[src/rtl/loader_pkg.sv]
// Shared types and helpers for the boot-time program loader.
package loader_pkg;

  typedef enum logic [2:0] {
    ST_IDLE,
    ST_LEN_HI,
    ST_LEN_LO,
    ST_DATA_HI,
    ST_DATA_LO,
    ST_DONE,
    ST_ERROR
  } loader_state_t;

  localparam int unsigned BYTE_W = 8;
  localparam int unsigned WORD_W = 16;

  // Header and data words arrive most-significant byte first.
  localparam bit HDR_MSB_FIRST = 1'b1;

  function automatic logic [WORD_W-1:0] join_bytes(input logic [BYTE_W-1:0] first,
                                                   input logic [BYTE_W-1:0] second);
    return HDR_MSB_FIRST ? {first, second} : {second, first};
  endfunction

  function automatic int unsigned addr_width(input int unsigned depth);
    return (depth > 1) ? $clog2(depth) : 1;
  endfunction

endpackage

[src/rtl/idle_timer.sv]
// Idle-cycle counter; tc_c fires in the cycle the count is about to reach TIMEOUT_CYCLES.
module idle_timer #(
  parameter int unsigned TIMEOUT_CYCLES = 1000000
) (
  input  logic clk,
  input  logic rst_n,
  input  logic clear,
  input  logic enable,
  output logic tc_c
);

  localparam int unsigned CW = $clog2(TIMEOUT_CYCLES + 1);

  logic [CW-1:0] count_q;

  always_ff @(posedge clk or negedge rst_n) begin
    if (!rst_n) begin
      count_q <= '0;
    end else if (clear) begin
      count_q <= '0;
    end else if (enable && (count_q != CW'(TIMEOUT_CYCLES))) begin
      count_q <= count_q + CW'(1);
    end
  end

  // A clear in the same cycle (accepted byte) always beats expiry.
  assign tc_c = enable && !clear && (count_q == CW'(TIMEOUT_CYCLES - 1));

endmodule

[src/rtl/program_loader.sv]
// Assembles a length-prefixed big-endian byte stream into instruction-memory writes
// and holds the CPU in reset until a complete program has been loaded.
module program_loader
  import loader_pkg::*;
#(
  parameter int unsigned DEPTH          = 2048,
  parameter int unsigned TIMEOUT_CYCLES = 1000000
) (
  input  logic                          clk,
  input  logic                          rst_n,
  input  logic                          start,
  input  logic                          rx_valid,
  input  logic [7:0]                    rx_data,
  output logic                          mem_we,
  output logic [addr_width(DEPTH)-1:0]  mem_addr,
  output logic [15:0]                   mem_wdata,
  output logic                          busy,
  output logic                          done,
  output logic                          error,
  output logic                          cpu_hold
);

  localparam int unsigned AW = addr_width(DEPTH);
  localparam int unsigned LW = AW + 1;

  loader_state_t   state_q, state_n;
  logic [7:0]      hi_q;
  logic [LW-1:0]   len_q;
  logic [LW-1:0]   addr_q;

  logic            in_load_c;
  logic            start_acc_c;
  logic            byte_acc_c;
  logic            tmr_clear_c;
  logic            tmo_c;
  logic [15:0]     hdr_len_c;
  logic            len_bad_c;
  logic            last_word_c;

  assign in_load_c   = (state_q == ST_LEN_HI) || (state_q == ST_LEN_LO) ||
                       (state_q == ST_DATA_HI) || (state_q == ST_DATA_LO);
  assign start_acc_c = start && !in_load_c;
  assign byte_acc_c  = rx_valid && in_load_c;
  assign tmr_clear_c = start_acc_c || byte_acc_c;

  assign hdr_len_c   = join_bytes(hi_q, rx_data);
  assign len_bad_c   = (hdr_len_c == 16'd0) || (hdr_len_c > 16'(DEPTH));
  assign last_word_c = ((addr_q + LW'(1)) == len_q);

  idle_timer #(
    .TIMEOUT_CYCLES (TIMEOUT_CYCLES)
  ) u_idle_timer (
    .clk    (clk),
    .rst_n  (rst_n),
    .clear  (tmr_clear_c),
    .enable (in_load_c),
    .tc_c   (tmo_c)
  );

  // Next state; an arriving byte takes priority over the timeout.
  always_comb begin
    state_n = state_q;
    case (state_q)
      ST_IDLE, ST_DONE, ST_ERROR: begin
        if (start) state_n = ST_LEN_HI;
      end
      ST_LEN_HI: begin
        if (rx_valid)   state_n = ST_LEN_LO;
        else if (tmo_c) state_n = ST_ERROR;
      end
      ST_LEN_LO: begin
        if (rx_valid)   state_n = len_bad_c ? ST_ERROR : ST_DATA_HI;
        else if (tmo_c) state_n = ST_ERROR;
      end
      ST_DATA_HI: begin
        if (rx_valid)   state_n = ST_DATA_LO;
        else if (tmo_c) state_n = ST_ERROR;
      end
      ST_DATA_LO: begin
        if (rx_valid)   state_n = last_word_c ? ST_DONE : ST_DATA_HI;
        else if (tmo_c) state_n = ST_ERROR;
      end
      default: state_n = ST_IDLE;
    endcase
  end

  // State, datapath and registered outputs (flags decoded from the next state).
  always_ff @(posedge clk or negedge rst_n) begin
    if (!rst_n) begin
      state_q   <= ST_IDLE;
      hi_q      <= '0;
      len_q     <= '0;
      addr_q    <= '0;
      mem_we    <= 1'b0;
      mem_addr  <= '0;
      mem_wdata <= '0;
      busy      <= 1'b0;
      done      <= 1'b0;
      error     <= 1'b0;
      cpu_hold  <= 1'b1;
    end else begin
      state_q <= state_n;
      mem_we  <= 1'b0;
      if (byte_acc_c) begin
        case (state_q)
          ST_LEN_HI, ST_DATA_HI: hi_q <= rx_data;
          ST_LEN_LO: begin
            len_q  <= LW'(hdr_len_c);
            addr_q <= '0;
          end
          ST_DATA_LO: begin
            mem_we    <= 1'b1;
            mem_wdata <= join_bytes(hi_q, rx_data);
            mem_addr  <= addr_q[AW-1:0];
            addr_q    <= addr_q + LW'(1);
          end
          default: ;
        endcase
      end
      busy     <= (state_n == ST_LEN_HI) || (state_n == ST_LEN_LO) ||
                  (state_n == ST_DATA_HI) || (state_n == ST_DATA_LO);
      done     <= (state_n == ST_DONE);
      error    <= (state_n == ST_ERROR);
      cpu_hold <= (state_n != ST_DONE);
    end
  end

endmodule

[config.mk]
export PLATFORM = sky130hd
export DESIGN_NAME = program_loader
export DESIGN_NICKNAME = d
export VERILOG_FILES = /design/src/rtl/loader_pkg.sv /design/src/rtl/idle_timer.sv /design/src/rtl/program_loader.sv
export SDC_FILE = /design/constraint.sdc
export NUM_CORES = 1
export LEC_CHECK = 0
export BUFFER_PORTS_ARGS = -buffer_cell sky130_fd_sc_hd__buf_2
export CORE_MARGIN = 2
export CORE_UTILIZATION = 25
export CTS_CLUSTER_DIAMETER = 120
export CTS_CLUSTER_SIZE = 30
export DETAILED_ROUTE_END_ITERATION = 10
export GPL_TIMING_DRIVEN = 1
export MAX_ROUTING_LAYER = met4
export SKIP_CTS_REPAIR_TIMING = 1
export SLEW_MARGIN = 10
export SYNTH_ARGS = -nofsm -noshare
export SYNTH_HDL_FRONTEND = slang
export SYNTH_HIERARCHICAL = 1
export SYNTH_SLANG_ARGS = --single-unit
[constraint.sdc]
create_clock -name clk -period 4.5 [get_ports clk]
set_input_delay 0.9 -clock clk [delete_from_list [all_inputs] [get_ports clk]]
set_output_delay 0.9 -clock clk [all_outputs]
set_load 0.01 [all_outputs]
==> summary.txt, run 1 <==
Place
  • Global placer's final weighted congestion: approximately 0.79
  • IO Port Bufs: 43
  • Pre-CTS setup slack: roughly 1100 ps
  • Post-DP HPWL: ~6.9 mm

Setup path
  • Crit path max fanout: 29
  • Crit start category: flip-flop
  • Worst Path Arrival: around 3600 ps
  • Worst setup EP type: flip-flop
  • Critical Setup Path Class: flip-flop to flip-flop
  • CP required: approximately 4700 ps

Yosys
  • Post-Syn Area per Cell: between 9 and 10 um^2
  • Synth Area in Adders: less than 1%
  • Post-synth top area cell: dfrtp_1
  • Xor/xnor cell area share of the yosys netlist: 4.48%
  • Synthesis-stage register bit count: 87
  • Synth warn: 6
  • Post-synth EDFFs: 0
  • Post-synthesis mux area share: a little over 7%
  • Count of cell types in the netlist: 64
  • Register area share after synthesis: a little under 50%
  • Largest cells by area after synthesis: dfrtp_1, nand2_1, mux2_2
  • Syn Nets: 487
  • Mapped cell area: approximately 0.0045 mm^2
  • Combinational family with the most area after synthesis: simple AND/OR/NAND/NOR gates
  • Async SR Flop Fraction: between 90% and 100%
  • Area share of the largest cell type after synthesis: 48.2%
  • Compound-Gate Fraction of Synth Area: around an eighth
  • Top FF cell, synth: dfrtp_1
  • Top cells by count, synth: nand2_1, dfrtp_1, o21ai_0
  • Count leader, synth: nand2_1
  • Simple-gate share of the synthesized area: between 20% and 30%
  • Synth Instances: 472

Route
  • DRC violations left: 0
  • DR vias/cell: ~4.7
  • DRT iter0 DRCs: ~230
  • Vias: around 3,400
  • Wire length per cell: 13.6 um
  • DRT Wirelength: 9.99 mm
  • First drt pass iteration count: 4
  • Post-route ant nets: 0

Timing
  • Final worst path period share: approximately three quarters
  • Setup TNS after final layout: 0 ps
  • Unrepaired setup endpoints after global routing: false
  • Rel. slew slack: 45.7%
  • Period minus WS final: approximately 3400 ps
  • Pins Over Slew Limit: 0
  • Clock skew: between 8 and 9 ps
  • Final setup violating endpoints: 0
  • Max Freq: just under 300 MHz
  • Slew at the pin closest to its max-slew limit: between 800 and 900 ps
  • Final Hold Viols: 0
  • Worst Slack Setup Final: around 1100 ps

Final layout
  • Share of layout cells above drive strength 1: roughly a fifth
  • Filler Cell Count: between 1,500 and 2,000
  • Diode count: 0
  • Layout area overhead: 15.4%
  • Nets@finish: slightly above 500

Pwr
  • Pwr per Cell Area: roughly 570 mW/mm^2
  • Pleak: approximately 2.3 nW
  • Peak supply drop: around 0.00021 V

Global route
  • Number of antenna violations at the first check in global routing: 0
  • Total grt overflow: 0
  • Largest net degree at the start of global routing: between 60 and 70
  • Vias in the first global route: approximately 3,400
  • First-pass GRT wire length: between 15 and 20 mm
  • All-Layer GR Usage: 11.8%

Die
  • Chip width: 138 um
  • Ports: between 40 and 50
  • Cell Rows: 48
  • Die Footprint: ~0.019 mm^2
  • Core region area: 0.0174 mm^2
  • Initial Util: between 20% and 30%
  • Die Span Y: ~140 um

Job
  • Max Cap Viol: 0

Clocking
  • Clock slew seen by the registers of the worst setup and hold paths: about 70 ps
  • Total CTS buffers: 9
  • CTS tree: built
  • Root Driver: clkbuf_16
  • # H-tree levels: 3
  • Clock Path Buffers: 2
  • Clock latency on the worst-skew pair: between 300 and 400 ps
  • Clock Sinks: between 80 and 90

Run status
  • Status: complete, no violations

Min path
  • Hold WC Path Type: flip-flop to flip-flop
flip-flops by register name (all words and copies together) (netlist names), 3 cells and up:
register,flops
len_q,12
state_q,3
mem_wdata,16
addr_q,12
mem_addr,11
u_idle_timer/count_q,20
hi_q,8
worst paths after layout:
kind,start,end,slack [ps],depth (start not counted)
worst min register to register,mem_addr[7],mem_addr[7],470,2
worst max-delay path,state_q[1],busy,1080,13
max in group asynchronous,rst_n,addr_q[1],3020,2
worst max register to register,state_q[1],busy,1080,13
min in group asynchronous,rst_n,mem_wdata[4],650,1
worst min-delay path,mem_addr[7],mem_addr[7],470,2
cells by family (layout without fill, tap and decap cells):
| group | count (synthesis) | count (layout) |
|---|---|---|
| compound gates | 84 | 84 |
| xor+xnor | 22 | 22 |
| fa+ha+maj | 3 | 3 |
| buf+inv | 35 | 71 |
| flops | 87 | 87 |
| mux | 28 | 28 |
| simple gates | 213 | 213 |
area by class of cell:
class | instances | area, um^2 | area share [%]
multi-input cells | 350 | 2150 | 41.7
clock buffers | 10 | 229 | 4.44
well taps | 225 | 282 | 5.46
clock inverters | 6 | 45.0 | 0.873
flip-flops and latches | 87 | 2180 | 42.2
repair buffers | 46 | 240 | 4.66
inverters | 9 | 33.8 | 0.655
cell usage in the layout, fill, tap and decap left out, drive strengths merged, types with 11 or more instances in the layout:
cell and count:
buf 46, a21oi 23, nand2 99, dfrtp 86, xor2 14, o21ai 34
inv 11, mux2 25, nor2 25, nand3 13
metrics by stage:
stage / total power, mW / cells / util, % / area [um^2] / hold slack, ps
after floorplan: 1.96 / 472 / - / 4470 / 447
after global placement: 2.26 / 717 / 28.0 / 4880 / 453
after detailed placement: 2.27 / 717 / 28.0 / 4880 / 458
after CTS: 2.98 / 733 / 29.6 / 5160 / 475
after global routing: 3.18 / 733 / 29.6 / 5160 / 503
final: 2.94 / 733 / 29.6 / 5160 / 467
layer usage:
layer  vias up  wire length (um)  GRT usage, %
met3        15               300          2.43
met1      1643              4890          15.5
li1       1717                 -             -
met5         -                 0             -
met2        55              4570          17.9
met4         0               223          4.65
worst max-delay path: stages (launching register included):
cell and delay, ps:
dfrtp_1 730, nor2_1 160, xnor2_1 170, buf_4 230, mux2_2 550, nor2_1 200
nand2_1 70, nor2_1 150, or2_2 160, mux2i_1 60, a32o_1 220, a211o_1 260
nand2b_1 160, xor2_1 140
where the power goes:
part / total, mW / switching [mW] / internal [mW]
clock: 0.695 / 0.317 / 0.378
sequential: 1.26 / 0.235 / 1.02
combinational: 0.990 / 0.538 / 0.452
total: 2.94 / 1.09 / 1.85
(Power assumes the default switching activity.)
==> inputs of run 2 (changes only) <==
clock period = 3.15 ns   (was 4.5 ns; I/O delays follow)
==> summary.txt, run 2 (same netlist as run 1, synthesis figures left out) <==
Timing
  • Final worst path period share: 88.2% (was 75.9%)
  • Rel. slew slack: 60.0% (was 45.7%)
  • Worst Hold Margin: 321 ps (was 467 ps)
  • Pins Over Slew Limit: 0 (unchanged)
  • Setup TNS after final layout: 0 ps (unchanged)
  • Final setup violating endpoints: 0 (unchanged)
  • Period minus WS final: 2780 ps (was 3420 ps)
  • Unrepaired setup endpoints after global routing: false (unchanged)
  • Final Hold Viols: 0 (unchanged)
  • Max Freq: 360 MHz (was 293 MHz)
  • Clock skew: 5.47 ps (was 8.65 ps)
  • Slew at the pin closest to its max-slew limit: 595 ps (was 815 ps)
  • Worst Slack Setup Final: 371 ps (was 1080 ps)

Global route
  • Largest net degree at the start of global routing: 88 (was 65)
  • All-Layer GR Usage: 11.7% (was 11.8%)
  • First-pass GRT wire length: 17.0 mm (was 17.2 mm)
  • Vias in the first global route: 3,373 (was 3,421)
  • Total grt overflow: 0 (unchanged)
  • Number of antenna violations at the first check in global routing: 0 (unchanged)

Final layout
  • Final Instance Area: 0.00527 mm^2 (was 0.00516 mm^2)
  • Share of layout cells above drive strength 1: 21.7% (was 20.1%)
  • Storage element area: 0.00218 mm^2 (unchanged)
  • Final cell count without fillers: 742 (was 733)
  • Filler Cell Count: 1,847 (was 1,871)
  • Post-layout util: 30.3% (was 29.6%)
  • Max reg flops: 20 (unchanged)
  • Nets@finish: 527 (was 518)
  • Diode count: 0 (unchanged)
  • Multi-input logic area: 0.00215 mm^2 (unchanged)
  • Regs by FF count: u_idle_timer/count_q: 20 flops, mem_wdata: 16 flops (unchanged)
  • Most frequent cells in the layout: nand2_1, dfrtp_1, buf_2, o21ai_0, nor2_1 (unchanged)
  • Commonest non-fill, non-tap cell in the layout: nand2_1 (unchanged)
  • Layout area overhead: 18.0% (was 15.4%)
  • Biggest register: u_idle_timer/count_q (unchanged)

Place
  • Placed Cells: 726 (was 717)
  • Pre-CTS setup slack: 393 ps (was 1110 ps)
  • IO Port Bufs: 43 (unchanged)
  • Global placer's final weighted congestion: 0.784 (was 0.788)
  • Placed cell area: 0.00496 mm^2 (was 0.00488 mm^2)
  • Post-DP HPWL: 6.89 mm (was 6.91 mm)

Setup path
  • Worst Path Arrival: 2990 ps (was 3620 ps)
  • Worst R2R Path Depth: 10 (was 13)
  • Buf/Inv on CP: 0 (was 1)
  • Reg2reg start: u_idle_timer/count_q[12] (was state_q[1])
  • Crit path max fanout: 6 (was 29)
  • Crit-path max cell delay: 550 ps (was 730 ps)
  • Worst path slowest cell: or4_4 (was dfrtp_1)
  • Worst setup EP type: flip-flop (unchanged)
  • Crit start category: flip-flop (unchanged)
  • R2R Path End: busy (unchanged)
  • CP required: 3360 ps (was 4710 ps)
  • CP top delay family: simple AND/OR/NAND/NOR gates (unchanged)
  • Cells along the critical path: or4_4, nor4_4, nand3_1, nor2_1, or2_2, mux2i_1, a32o_1, a211o_1, nand2b_1, xor2_1 (was nor2_1, xnor2_1, buf_4, mux2_2, nor2_1, nand2_1, nor2_1, or2_2, mux2i_1, a32o_1, a211o_1, nand2b_1, xor2_1)
  • FF-to-FF setup slack: 370 ps (was 1080 ps)
  • Critical Setup Path Class: flip-flop to flip-flop (unchanged)

Die
  • Die Span Y: 138 um (unchanged)
  • Ports: 44 (unchanged)
  • Chip width: 138 um (unchanged)
  • Die Footprint: 0.0190 mm^2 (unchanged)
  • Core region area: 0.0174 mm^2 (unchanged)
  • Initial Util: 25.7% (unchanged)
  • Cell Rows: 48 (unchanged)

Clocking
  • Root Driver: clkbuf_16 (unchanged)
  • CTS tree: built (unchanged)
  • Clock Sinks: 87 (unchanged)
  • # H-tree levels: 3 (unchanged)
  • Clock Path Buffers: 2 (unchanged)
  • Clock slew seen by the registers of the worst setup and hold paths: 70 ps (about the same)
  • Clock latency on the worst-skew pair: 340 ps (about the same)
  • Total CTS buffers: 9 (unchanged)

Min path
  • Hold WC Path Type: input pin to async pin (was flip-flop to flip-flop)

Job
  • Max Cap Viol: 0 (unchanged)

Route
  • DRC violations left: 0 (unchanged)
  • DRT Wirelength: 9.86 mm (was 9.99 mm)
  • Wire length per cell: 13.3 um (was 13.6 um)
  • Vias: 3,449 (was 3,430)
  • DRT iter0 DRCs: 143 (was 233)
  • Post-route ant nets: 0 (unchanged)
  • DR vias/cell: 4.65 (was 4.68)
  • First drt pass iteration count: 4 (unchanged)

Run status
  • Status: complete, no violations (unchanged)

Pwr
  • Pwr per Cell Area: 822 mW/mm^2 (was 570 mW/mm^2)
  • Peak supply drop: 0.000291 V (was 0.000210 V)
  • Final Power: 4.34 mW (was 2.94 mW)
  • Pleak: 2.41 nW (was 2.35 nW)
run 2: cell count changes in the layout (fill, tap and decap cells not counted), sizes merged:
cell / previous run / this run
buf: 46 / 55
bufinv: 0 / 1
inv: 11 / 9
clkinv: 4 / 5
run 2: how the worst max path moves through the flow:
stage,start,endpoint,depth (start not counted)
3_5_place_dp,u_idle_timer/count_q[12],busy,10
2_1_floorplan,state_q[0],busy,14
5_1_grt,u_idle_timer/count_q[12],busy,10
6_report,u_idle_timer/count_q[12],busy,10
4_1_cts,u_idle_timer/count_q[12],busy,10
3_3_place_gp,u_idle_timer/count_q[15],busy,10
run 2: metal layers:
| metal | GRT usage (%) | vias to the layer above | wire length (um) |
|---|---|---|---|
| met5 | - | - | 0 |
| met2 | 18.1 | 49 | 4570 |
| met3 | 1.55 | 11 | 280 |
| li1 | - | 1738 | - |
| met1 | 15.5 | 1651 | 4860 |
| met4 | 4.42 | 0 | 157 |
run 2: layout make-up:
type / count / share of cell area (%)
Clock buffer: 10 / 4.53
Tap cell: 225 / 5.34
Inverter: 9 / 0.641
Multi-Input combinational cell: 350 / 40.8
Timing Repair Buffer: 55 / 6.07
Sequential cell: 87 / 41.3
Clock inverter: 6 / 1.33
run 2: report_power, final:
part           switching (mW)  total [mW]  internal, mW
Combinational           0.832        1.52         0.687
Clock                   0.442        1.08         0.640
Sequential              0.274        1.73          1.46
